`src/rtl/spi_sub_burst_pkg.sv`:
```
// ============================================================================
// Module   : spi_sub_pkg
// Purpose  : Shared FSM state and opcode types for the spi_sub_burst bridge.
// Revision : 1.0 - initial release
// ============================================================================
`default_nettype none

package spi_sub_pkg;

    typedef enum logic [2:0] {
        IDLE  = 3'd0,
        HDR   = 3'd1,
        WDATA = 3'd2,
        MEM   = 3'd3,
        LOAD  = 3'd4,
        RESP  = 3'd5,
        DONE  = 3'd6
    } state_t;

    typedef enum logic [1:0] {
        OP_RD  = 2'b00,
        OP_WR  = 2'b01,
        OP_BRD = 2'b10,
        OP_BWR = 2'b11
    } op_t;

    function automatic logic op_is_write(input op_t op);
        return op[0];
    endfunction

    function automatic logic op_is_burst(input op_t op);
        return op[1];
    endfunction

endpackage

`default_nettype wire

```
`src/rtl/spi_sub_burst_if.sv`:
```
// ============================================================================
// Module   : spi_sub_burst_if
// Purpose  : SPI pad and memory-side signal bundle of spi_sub_burst.
// Revision : 1.0 - initial release
// ============================================================================
`default_nettype none

interface spi_sub_burst_if #(
    parameter int ADDR_W = 10,
    parameter int DATA_W = 32
);
    logic              cs_n;
    logic              mosi;
    logic              miso;
    logic              r_en;
    logic              w_en;
    logic [ADDR_W-1:0] addr;
    logic [DATA_W-1:0] data_o;
    logic [DATA_W-1:0] data_i;
    logic              frame_err;

    modport slave (
        input  cs_n, mosi, data_i,
        output miso, r_en, w_en, addr, data_o, frame_err
    );

    modport master (
        output cs_n, mosi, data_i,
        input  miso, r_en, w_en, addr, data_o, frame_err
    );
endinterface

`default_nettype wire

```
`src/rtl/spi_sub_burst_shifter.sv`:
```
// ============================================================================
// Module   : spi_sub_shifter
// Purpose  : Shift register with bit counter, parallel load and a negedge
//            serial-out flop (MSB first).
// Revision : 1.0 - initial release
// ============================================================================
`default_nettype none

module spi_sub_shifter #(
    parameter int W     = 32,
    parameter int CNT_W = 5
) (
    input  wire logic             clk,
    input  wire logic             rst,
    input  wire logic             i_clr,
    input  wire logic             i_shift,
    input  wire logic             i_load,
    input  wire logic [W-1:0]     i_load_val,
    input  wire logic             i_sin,
    input  wire logic             i_oe,
    output logic      [W-1:0]     o_data,
    output logic      [CNT_W-1:0] o_cnt,
    output logic                  o_sout
);
    logic [W-1:0]     r_data;
    logic [CNT_W-1:0] r_cnt;
    logic             r_sout;

    always_ff @(posedge clk) begin
        if (rst) begin
            r_data <= '0;
            r_cnt  <= '0;
        end else if (i_load) begin
            r_data <= i_load_val;
            r_cnt  <= '0;
        end else begin
            if (i_shift)
                r_data <= {r_data[W-2:0], i_sin};
            if (i_clr)
                r_cnt <= '0;
            else if (i_shift)
                r_cnt <= r_cnt + 1'b1;
        end
    end

    // Output is presented half a cycle ahead of the master's sampling edge.
    always_ff @(negedge clk) begin
        if (rst || !i_oe)
            r_sout <= 1'b0;
        else
            r_sout <= r_data[W-1];
    end

    assign o_data = r_data;
    assign o_cnt  = r_cnt;
    assign o_sout = r_sout;
endmodule

`default_nettype wire

```
`src/rtl/spi_sub_burst.sv`:
```
// ============================================================================
// Module   : spi_sub_burst
// Purpose  : SPI mode-0 subordinate bridging to a synchronous memory with
//            incrementing burst reads/writes. Define SPI_SUB_WR_ECHO_EN to
//            echo each written word back on miso.
// Revision : 1.0 - initial release
// ============================================================================
`default_nettype none

module spi_sub_burst
    import spi_sub_pkg::*;
#(
    parameter int ADDR_W = 10,
    parameter int DATA_W = 32,
    parameter int LEN_W  = 4
) (
    input  wire logic       sclk,
    input  wire logic       rst,
    spi_sub_burst_if.slave  bus
);
    localparam int c_H     = 2 + ADDR_W + LEN_W;
    localparam int c_RX_W  = (c_H > DATA_W) ? c_H : DATA_W;
    localparam int c_CNT_W = $clog2(c_RX_W);
    localparam logic [c_CNT_W-1:0] c_HDR_LAST = c_CNT_W'(c_H - 1);
    localparam logic [c_CNT_W-1:0] c_DAT_LAST = c_CNT_W'(DATA_W - 1);

    state_t            r_state, w_next;
    logic              r_wr;
    logic [ADDR_W-1:0] r_addr;
    logic [DATA_W-1:0] r_data_o;
    logic [LEN_W-1:0]  r_words;
    logic              r_frame_err;

    logic [c_RX_W-2:0]  w_rx_data;
    logic [c_CNT_W-1:0] w_rx_cnt, w_tx_cnt;
    logic [c_H-1:0]     w_hdr;
    logic [DATA_W-1:0]  w_word;
    op_t                w_op;
    logic w_rx_shift, w_rx_clr, w_tx_load, w_tx_shift, w_tx_clr, w_tx_oe;
    logic w_hdr_done, w_wdata_done, w_advance, w_abort, w_frame_start;

    // The bit on mosi at the capturing edge completes the field.
    assign w_hdr  = {w_rx_data[c_H-2:0], bus.mosi};
    assign w_word = {w_rx_data[DATA_W-2:0], bus.mosi};
    assign w_op   = op_t'(w_hdr[c_H-1 -: 2]);

    always_ff @(posedge sclk) begin
        if (rst)
            r_state <= IDLE;
        else
            r_state <= w_next;
    end

    always_comb begin
        w_next        = r_state;
        w_rx_shift    = 1'b0;
        w_rx_clr      = 1'b0;
        w_tx_load     = 1'b0;
        w_tx_shift    = 1'b0;
        w_tx_clr      = 1'b0;
        w_hdr_done    = 1'b0;
        w_wdata_done  = 1'b0;
        w_advance     = 1'b0;
        w_abort       = 1'b0;
        w_frame_start = 1'b0;
        if (bus.cs_n) begin
            w_next   = IDLE;
            w_rx_clr = 1'b1;
            w_tx_clr = 1'b1;
            w_abort  = (r_state inside {HDR, WDATA, MEM, LOAD, RESP});
        end else begin
            unique case (r_state)
                IDLE: begin
                    w_rx_shift    = 1'b1;
                    w_frame_start = 1'b1;
                    w_next        = HDR;
                end
                HDR: begin
                    w_rx_shift = 1'b1;
                    if (w_rx_cnt == c_HDR_LAST) begin
                        w_hdr_done = 1'b1;
                        w_rx_clr   = 1'b1;
                        w_next     = op_is_write(w_op) ? WDATA : MEM;
                    end
                end
                WDATA: begin
                    w_rx_shift = 1'b1;
                    if (w_rx_cnt == c_DAT_LAST) begin
                        w_wdata_done = 1'b1;
                        w_rx_clr     = 1'b1;
                        w_next       = MEM;
                    end
                end
                MEM: begin
`ifdef SPI_SUB_WR_ECHO_EN
                    w_next = LOAD;
`else
                    if (!r_wr)
                        w_next = LOAD;
                    else if (r_words != '0) begin
                        w_advance = 1'b1;
                        w_next    = WDATA;
                    end else
                        w_next = DONE;
`endif
                end
                LOAD: begin
                    w_tx_load = 1'b1;
                    w_next    = RESP;
                end
                RESP: begin
                    w_tx_shift = 1'b1;
                    if (w_tx_cnt == c_DAT_LAST) begin
                        if (r_words != '0) begin
                            w_advance = 1'b1;
                            w_next    = r_wr ? WDATA : MEM;
                        end else
                            w_next = DONE;
                    end
                end
                DONE:    w_next = DONE;
                default: w_next = IDLE;
            endcase
        end
    end

    always_ff @(posedge sclk) begin
        if (rst) begin
            r_wr        <= 1'b0;
            r_addr      <= '0;
            r_data_o    <= '0;
            r_words     <= '0;
            r_frame_err <= 1'b0;
        end else begin
            if (w_abort)
                r_frame_err <= 1'b1;
            else if (w_frame_start)
                r_frame_err <= 1'b0;
            if (w_hdr_done) begin
                r_wr    <= op_is_write(w_op);
                r_addr  <= w_hdr[LEN_W +: ADDR_W];
                r_words <= op_is_burst(w_op) ? w_hdr[LEN_W-1:0] : '0;
            end
            if (w_wdata_done)
                r_data_o <= w_word;
            if (bus.cs_n)
                r_words <= '0;
            else if (w_advance) begin
                r_addr  <= r_addr + 1'b1;
                r_words <= r_words - 1'b1;
            end
        end
    end

    assign w_tx_oe = (r_state == RESP) && !bus.cs_n && !rst;

    spi_sub_shifter #(.W(c_RX_W - 1), .CNT_W(c_CNT_W)) u_rx (
        .clk        (sclk),
        .rst        (rst),
        .i_clr      (w_rx_clr),
        .i_shift    (w_rx_shift),
        .i_load     (1'b0),
        .i_load_val ('0),
        .i_sin      (bus.mosi),
        .i_oe       (1'b0),
        .o_data     (w_rx_data),
        .o_cnt      (w_rx_cnt),
        .o_sout     ()
    );

    spi_sub_shifter #(.W(DATA_W), .CNT_W(c_CNT_W)) u_tx (
        .clk        (sclk),
        .rst        (rst),
        .i_clr      (w_tx_clr),
        .i_shift    (w_tx_shift),
        .i_load     (w_tx_load),
        .i_load_val (r_wr ? r_data_o : bus.data_i),
        .i_sin      (1'b0),
        .i_oe       (w_tx_oe),
        .o_data     (),
        .o_cnt      (w_tx_cnt),
        .o_sout     (bus.miso)
    );

    assign bus.r_en      = (r_state == MEM) && !r_wr;
    assign bus.w_en      = (r_state == MEM) &&  r_wr;
    assign bus.addr      = r_addr;
    assign bus.data_o    = r_data_o;
    assign bus.frame_err = r_frame_err;
endmodule

`default_nettype wire

```
`src/flat_wrapper.sv`:
```
// flat-port wrapper written by rule: the top's interface ports become plain ports
module spi_sub_burst_flat import spi_sub_pkg::*;
#(
    parameter int ADDR_W = 10,
    parameter int DATA_W = 32,
    parameter int LEN_W  = 4
)
  (sclk, rst, bus_cs_n, bus_mosi, bus_data_i, bus_miso, bus_r_en, bus_w_en, bus_addr, bus_data_o, bus_frame_err);
  spi_sub_burst_if #(.ADDR_W(ADDR_W), .DATA_W(DATA_W)) bus_i ();
  input  wire logic sclk;
  input  wire logic rst;
  input wire logic [$bits(bus_i.cs_n)-1:0] bus_cs_n;
  input wire logic [$bits(bus_i.mosi)-1:0] bus_mosi;
  input wire logic [$bits(bus_i.data_i)-1:0] bus_data_i;
  output wire logic [$bits(bus_i.miso)-1:0] bus_miso;
  output wire logic [$bits(bus_i.r_en)-1:0] bus_r_en;
  output wire logic [$bits(bus_i.w_en)-1:0] bus_w_en;
  output wire logic [$bits(bus_i.addr)-1:0] bus_addr;
  output wire logic [$bits(bus_i.data_o)-1:0] bus_data_o;
  output wire logic [$bits(bus_i.frame_err)-1:0] bus_frame_err;
  assign bus_i.cs_n = bus_cs_n;
  assign bus_i.mosi = bus_mosi;
  assign bus_i.data_i = bus_data_i;
  assign bus_miso = bus_i.miso;
  assign bus_r_en = bus_i.r_en;
  assign bus_w_en = bus_i.w_en;
  assign bus_addr = bus_i.addr;
  assign bus_data_o = bus_i.data_o;
  assign bus_frame_err = bus_i.frame_err;
  spi_sub_burst #(.ADDR_W(ADDR_W), .DATA_W(DATA_W), .LEN_W(LEN_W)) u_core (.sclk(sclk), .rst(rst), .bus(bus_i));
endmodule
```
`config.mk`:
```
export PLATFORM = sky130hd
export DESIGN_NAME = spi_sub_burst_flat
export DESIGN_NICKNAME = d
export VERILOG_FILES = /design/src/rtl/spi_sub_burst_pkg.sv /design/src/rtl/spi_sub_burst_if.sv /design/src/rtl/spi_sub_burst_shifter.sv /design/src/rtl/spi_sub_burst.sv /design/src/flat_wrapper.sv
export SDC_FILE = /design/constraint.sdc
export NUM_CORES = 1
export LEC_CHECK = 0
export CAP_MARGIN = 15
export CORE_MARGIN = 5
export CORE_UTILIZATION = 25
export DETAILED_ROUTE_END_ITERATION = 8
export SKIP_CTS_REPAIR_TIMING = 1
export SLEW_MARGIN = 20
export SYNTH_ARGS = -nofsm -noshare
export SYNTH_HDL_FRONTEND = slang
export SYNTH_SLANG_ARGS = --single-unit
export TNS_END_PERCENT = 1
```
`constraint.sdc`:
```
create_clock -name sclk -period 2.8 [get_ports sclk]
set_input_delay 0.56 -clock sclk [delete_from_list [all_inputs] [get_ports sclk]]
set_output_delay 0.56 -clock sclk [all_outputs]
set_load 0.1 [all_outputs]
```
[Yosys cells after proc, flatten, opt, wreduce, memory -nomap -nowiden]
Cells that the tools add are included.
Widths: inputs -> output; s select.
Cells by class
  mux-type cells: 43
  reductions and logical operators: 20
  $add $sub $neg: 4
  eq/ne operators: 12
Operators by type and width (number)
  $mux 32: 3
  $mux 10: 3
  $mux 1: 25
  $pmux 3 s7: 1
  $mux 3: 6
  $mux 4: 3
  $add 10x1->10 const B: 1
  $add 5x1->5 const B: 2
  $eq 5x5->1 const B: 2
  $eq 3x3->1 const B: 3
  $eq 3x2->1 const B: 2
  $reduce_bool 2->1: 3
  $reduce_or 3->1: 2
  $eq 5x4->1 const B: 1
  $reduce_bool 5->1: 1
  $logic_and 1x1->1: 4
  $logic_not 1->1: 4
  $ne 2x2->1 const B: 2
  $pmux 1 s2: 2
  $reduce_bool 4->1: 1
  $reduce_or 2->1: 2
  $sub 4x1->4 const B: 1
  $eq 3x1->1 const B: 1
  $logic_not 3->1: 1
  3 further kinds: 3
Storage, ports and cells
  output and inout port bits: 46
  word-level logic and storage cells: 90
  flip-flop bits (word level): 125
  input bits: 36

[Longest topological paths before layout]
Gate-level depths: netlist of the first run.
  word-level depth: 7
  gate-level depth with buffers: 9
  depth with buffers taken out: 8

[Modules after synthesis]
A second synthesis of the first run with hierarchy kept.
Unflattened totals
  cell total of the unflattened synthesis: 689
  area total of the unflattened synthesis: 6322.3 µm²
Modules (own cells, without submodules)
  spi_sub_burst: instances 1, sequential area each 1021.0 µm², area each 2792.7 µm², cells an instance 355
  spi_sub_shifter (u_core.u_tx): instances 1, sequential area each 760.7 µm², area each 1770.4 µm², cells an instance 169
  spi_sub_shifter (u_core.u_rx): instances 1, sequential area each 740.7 µm², area each 1759.2 µm², cells an instance 165

==> results.toml, run 1 <==
[sta]
slew_headroom_pct = 39.7
fin_ws_ns = -0.113
finClkSkew_ns = 0.0256
hold_ws_ns = 0.452
rsz0062_at_grt = "true"
setup_violations = 1
worstMarginPinSlew_ns = 0.904
slew_viol_final = 0
hold_viol_final = 0

[critical_path]
crit_path_top_delay_cell = "dfxtp_2"
cp.required_ns = 2.24
path_cells = "buf_12"
start_kind = "flop"
end_kind = "output pin"
arrival_ns = 2.35
path_class = "flop to output pin"
path_buf_inv = 1
critPathTopFamily = "flip-flops"
cp_max_fo = 1
max_stage_delay_ns = 0.34

[power]
p_total_uw = 4150
ir_worst_vdd_mv = 0.277
p_leak_uw = 0.00241
power_density_mw_per_mm2 = 574

[global_routing]
grt_first_pass_wirelength_um = 25700
grtUsageTotal_pct = 12.2
grt_pass1_vias = 4875
antenna_found_initial = 0
grt_max_degree = 87
gr-total-overflow = 0

[clock_network]
cts_sinks = 125
cts_max_level = 4
clock_latency_ns = 0.43
clkSlewWorstSetupHoldPaths_ns = 0.05
tritoncts = "built"
cts_root_buffer = "clkbuf_16"
cts_buffers = 17
cts_buffer_depth = 2

[logic_synthesis]
yosysSeqAreaShare_pct = 45.0
synth-edff-count = 0
synth_common_cells = "nand2_1 (248), dfxtp_1 (125), a21oi_1 (118), o21ai_0 (41), mux2i_1 (32)"
yosysWarnings = 0
synthFlopType = "dfxtp_1"
yosysMostFrequentCell = "nand2_1"
syn_avg_cell_area_um2 = 7.57
ys_top_cells_by_area = "dfxtp_1 (45%), nand2_1 (17%), a21oi_1 (11%)"
synth-seq-cells = 125
ys_async_sr_fraction_pct = 0
syn-instance-count = 735
synth_top_area_share_pct = 45.0
yosys.area.top_type = "dfxtp_1"
mappedNetlistNets = 778
synth_cell_types = 47
syn_area_mm2 = 0.00557

[route]
vias = 5153
wl_um = 15500
drt_iter0_drc = 327
antenna_left = 0
drt-wirelength-per-cell_um = 14.2
firstDrtPassIters = 6
drcViolationCount = 0
vias_per_cell = 4.70

[floorplanning]
die_h_um = 159
start_util_pct = 25.4
die_area_mm2 = 0.0254
std_cell_rows = 54
die_w_um = 159
io_pins = 82
coreArea_mm2 = 0.0219

[cells_and_area]
nets = 847
antenna_cells = 0
finalNonFillerCells = 1097
syn2layout_area_growth_pct = 29.9
drive_above_1_share_pct = 13.5

[hold_path]
hold_class = "flop to flop"

[place]
hpwl_um = 10700
io_buffers = 81
gp_congestion = 0.790
placed_cells = 1065

[outcome]
outcome = "complete, but fails checks"
failed_checks = "negative setup slack"

[flow_run]
drv_cap = 0
## path summary, 6_finish.rpt
check / from / endpoint / slack, ns / cells past startpoint
max: u_core.u_tx.o_sout$_SDFF_NP0_ / bus_miso / -0.11 / 1
min reg2reg: u_core.u_tx.o_data[1]$_SDFFE_PP0P_ / u_core.u_tx.o_data[1]$_SDFFE_PP0P_ / 0.45 / 2
max reg2reg: u_core.u_tx.o_cnt[0]$_SDFFE_PP0P_ / u_core.bus.addr[3]$_SDFF_PP0_ / 0.63 / 10
min: u_core.u_tx.o_data[1]$_SDFFE_PP0P_ / u_core.u_tx.o_data[1]$_SDFFE_PP0P_ / 0.45 / 2
## through the flow
step,utilization (%),TNS (ns),setup WS (ns),area [µm²]
after global placement,30.4,-0.0175,-0.0175,6650
after detailed placement,30.4,-0.0143,-0.0143,6650
after CTS,33.0,-0.167,-0.167,7230
after global routing,33.0,-0.135,-0.135,7230
after floorplan,-,-0.598,-0.529,5570
final,33.0,-0.113,-0.113,7230
## cells by family after synthesis
| family | count (synthesis) | synth area share, % |
|---|---|---|
| compound gates | 186 | 18.3 |
| mux | 32 | 5.75 |
| simple gates | 319 | 24.1 |
| fa+ha+maj | 7 | 1.57 |
| buf+inv | 61 | 4.52 |
| flops | 125 | 45.0 |
| xor+xnor | 5 | 0.787 |
## layout by cell type (no fill, tap or decap), types with 5 or more instances in the layout
cell type / netlist / layout
and3_1: 5 / 5
nor3_1: 6 / 6
dfxtp_1: 125 / 122
nand2_1: 248 / 248
buf_12: 0 / 7
mux2i_1: 32 / 32
nor2_1: 16 / 16
clkbuf_16: 0 / 17
nand3_1: 14 / 14
inv_1: 8 / 8
buf_4: 0 / 61
nor4_1: 5 / 5
o21ai_0: 41 / 41
clkinvlp_4: 0 / 5
ha_1: 7 / 7
clkdlybuf4s50_1: 0 / 34
a21oi_1: 118 / 118
## layer usage
metal | GRT usage, % | wire [µm] | up-vias
li1 | - | - | 2638
met1 | 16.5 | 7540 | 2419
met2 | 19.1 | 7250 | 84
met3 | 3.00 | 611 | 12
met4 | 3.64 | 154 | 0
met5 | 0 | 0 | -
## final cells by class
class	instances	area [µm²]
fill	2335	14700
multi-input combinational	549	2820
sequential	125	2510
timing repair buffer	102	938
clock buffer	19	443
tap	280	350
clock inverter	14	146
inverter	8	30.0
## flip-flops by register name (all words and copies together), names as in the netlist
name,cells
u_core.u_rx.o_data,31
u_core.r_words,4
u_core.bus.data_o,32
u_core.u_tx.o_sout,1
u_core.bus.frame_err,1
u_core.u_tx.o_data,32
u_core.bus.addr,10
u_core.u_tx.o_cnt,5
u_core.r_wr,1
u_core.r_state,3
u_core.u_rx.o_cnt,5
## where the power goes
group          switching [µW]  total (µW)  leakage [µW]  internal [µW]
combinational             116         199       0.00113           82.9
sequential               4.72        1790       0.00101           1790
clock                     825        2160      0.000277           1340
No activity file was read; power rests on OpenSTA's default activity.
==> run 2, diff against run 1 <==
--- a/config.mk
+++ b/config.mk
@@ -11,5 +11,4 @@
 export DETAILED_ROUTE_END_ITERATION = 8
 export SKIP_CTS_REPAIR_TIMING = 1
-export SLEW_MARGIN = 20
 export SYNTH_ARGS = -nofsm -noshare
 export SYNTH_HDL_FRONTEND = slang
==> constraint.sdc (replaced) <==
create_clock -name sclk -period 2.8 [get_ports sclk]
set_input_delay 0.42 -clock sclk [delete_from_list [all_inputs] [get_ports sclk]]
set_output_delay 0.42 -clock sclk [all_outputs]
set_load 0.1 [all_outputs]
==> run 2 against run 1 <==
  * Global-route usage rose by 0.22 points
  * Count of clock-buffer cells in the layout decreased by 1
  * Final cell count shrank 0.18%
  * Highest routed layer unchanged
  * The flow now finishes without violations
  * Register-to-register slack worse by 0.07 ns
  * Sequential power about the same
  * Sequential share of layout area increased by 0.42 points
  * Largest power group unchanged
==> results.toml, run 2 (synthesized netlist as in run 1, its figures left out) <==
[critical_path]
path_buf_inv = 1
end_kind = "output pin"
critPathTopFamily = "flip-flops"
max_stage_delay_ns = 0.35
cp.depth = 1
arrival_ns = 2.36
path_cells = "buf_12"
cp_max_fo = 1
path_class = "flop to output pin"
cp.required_ns = 2.38
crit_path_top_delay_cell = "dfxtp_2"
start_kind = "flop"
reg2reg_slack_ns = 0.56
r2r_cells = 6

[floorplanning]
die_w_um = 159
start_util_pct = 25.4
coreArea_mm2 = 0.0219
io_pins = 82
std_cell_rows = 54
die_area_mm2 = 0.0254
die_h_um = 159

[cells_and_area]
layout_common_cells = "nand2_1 (248), dfxtp_1 (122), a21oi_1 (118)"
drive_above_1_share_pct = 13.4
finalNonFillerCells = 1095
antenna_cells = 0
nets = 845
syn2layout_area_growth_pct = 28.3
layout_commonest_cell = "nand2_1"

[flow_run]
drv_cap = 0

[route]
vias = 5142
drt-wirelength-per-cell_um = 14.3
vias_per_cell = 4.70
antenna_left = 0
drcViolationCount = 0
drt_iter0_drc = 411
firstDrtPassIters = 4
wl_um = 15700

[clock_network]
cts_max_level = 4
cts_sinks = 125
cts_buffers = 17
clkSlewWorstSetupHoldPaths_ns = 0.06
cts_buffer_depth = 2
cts_root_buffer = "clkbuf_16"
clock_latency_ns = 0.43
tritoncts = "built"

[hold_path]
hold_class = "flop to flop"
hold_depth = 2

[place]
hpwl_um = 10800
io_buffers = 81
placed_cells = 1063
gp_congestion = 0.811
dp_worst_setup_slack_ns = 0.0987

[sta]
hold_viol_final = 0
fin_ws_ns = 0.0241
worstMarginPinSlew_ns = 0.861
hold_ws_ns = 0.452
rsz0062_at_grt = "true"
slew_headroom_pct = 42.6
slew_viol_final = 0
finClkSkew_ns = 0.0305
setup_violations = 0

[power]
power_density_mw_per_mm2 = 563
p_leak_uw = 0.00238
ir_worst_vdd_mv = 0.321

[global_routing]
grt_max_degree = 84
grt_first_pass_wirelength_um = 26200
antenna_found_initial = 0
grt_pass1_vias = 5015
gr-total-overflow = 0
grtUsageTotal_pct = 12.4

[outcome]
outcome = "completed"
[run 2: changes by cell type in the layout (fill, tap and decap cells not counted), sizes merged]
cell | previous run | this run
clkinv | 5 | 4
inv | 10 | 14
buf | 68 | 66
clkbuf | 19 | 18
bufinv | 2 | 0
[run 2: final timing paths]
| check | from | endpoint |
|---|---|---|
| worst min register to register | u_core.u_tx.o_data[3]$_SDFFE_PP0P_ | u_core.u_tx.o_data[3]$_SDFFE_PP0P_ |
| worst max-delay path | u_core.u_tx.o_sout$_SDFF_NP0_ | bus_miso |
| worst max register to register | u_core.r_state[0]$_SDFFE_PP0P_ | u_core.bus.addr[8]$_SDFF_PP0_ |
| worst min-delay path | u_core.u_tx.o_data[3]$_SDFFE_PP0P_ | u_core.u_tx.o_data[3]$_SDFFE_PP0P_ |
[run 2: cell type report]
type	instances	area, µm²
inverters	8	30.0
well taps	280	350
clock buffers	18	439
multi-input cells	549	2820
clock inverters	15	115
repair buffers	100	886
fillers	2353	14700
flip-flops and latches	125	2510
[run 2: through the flow]
step	total power, µW	instance area (µm²)	util, %	setup TNS, ns
2_1_floorplan	1940	5570	-	-0.389
3_3_place_gp	2030	6590	30.1	0
3_5_place_dp	2030	6590	30.1	0
4_1_cts	4070	7140	32.6	-0.0449
5_1_grt	4180	7140	32.6	-0.0109
6_report	4030	7140	32.6	0
[run 2: per-layer routing]
layer,global-route usage (%),up-vias,share of wire [%]
met2,19.4,93,45
met1,16.6,2405,50
met4,4.54,0,2.1
met5,0,-,0
met3,2.95,18,3.3
li1,-,2626,-
[run 2: where the power goes]
group | switching, µW | total [µW] | internal, µW
Clock | 865 | 2040 | 1170
Sequential | 5.23 | 1790 | 1780
Combinational | 117 | 198 | 81.6
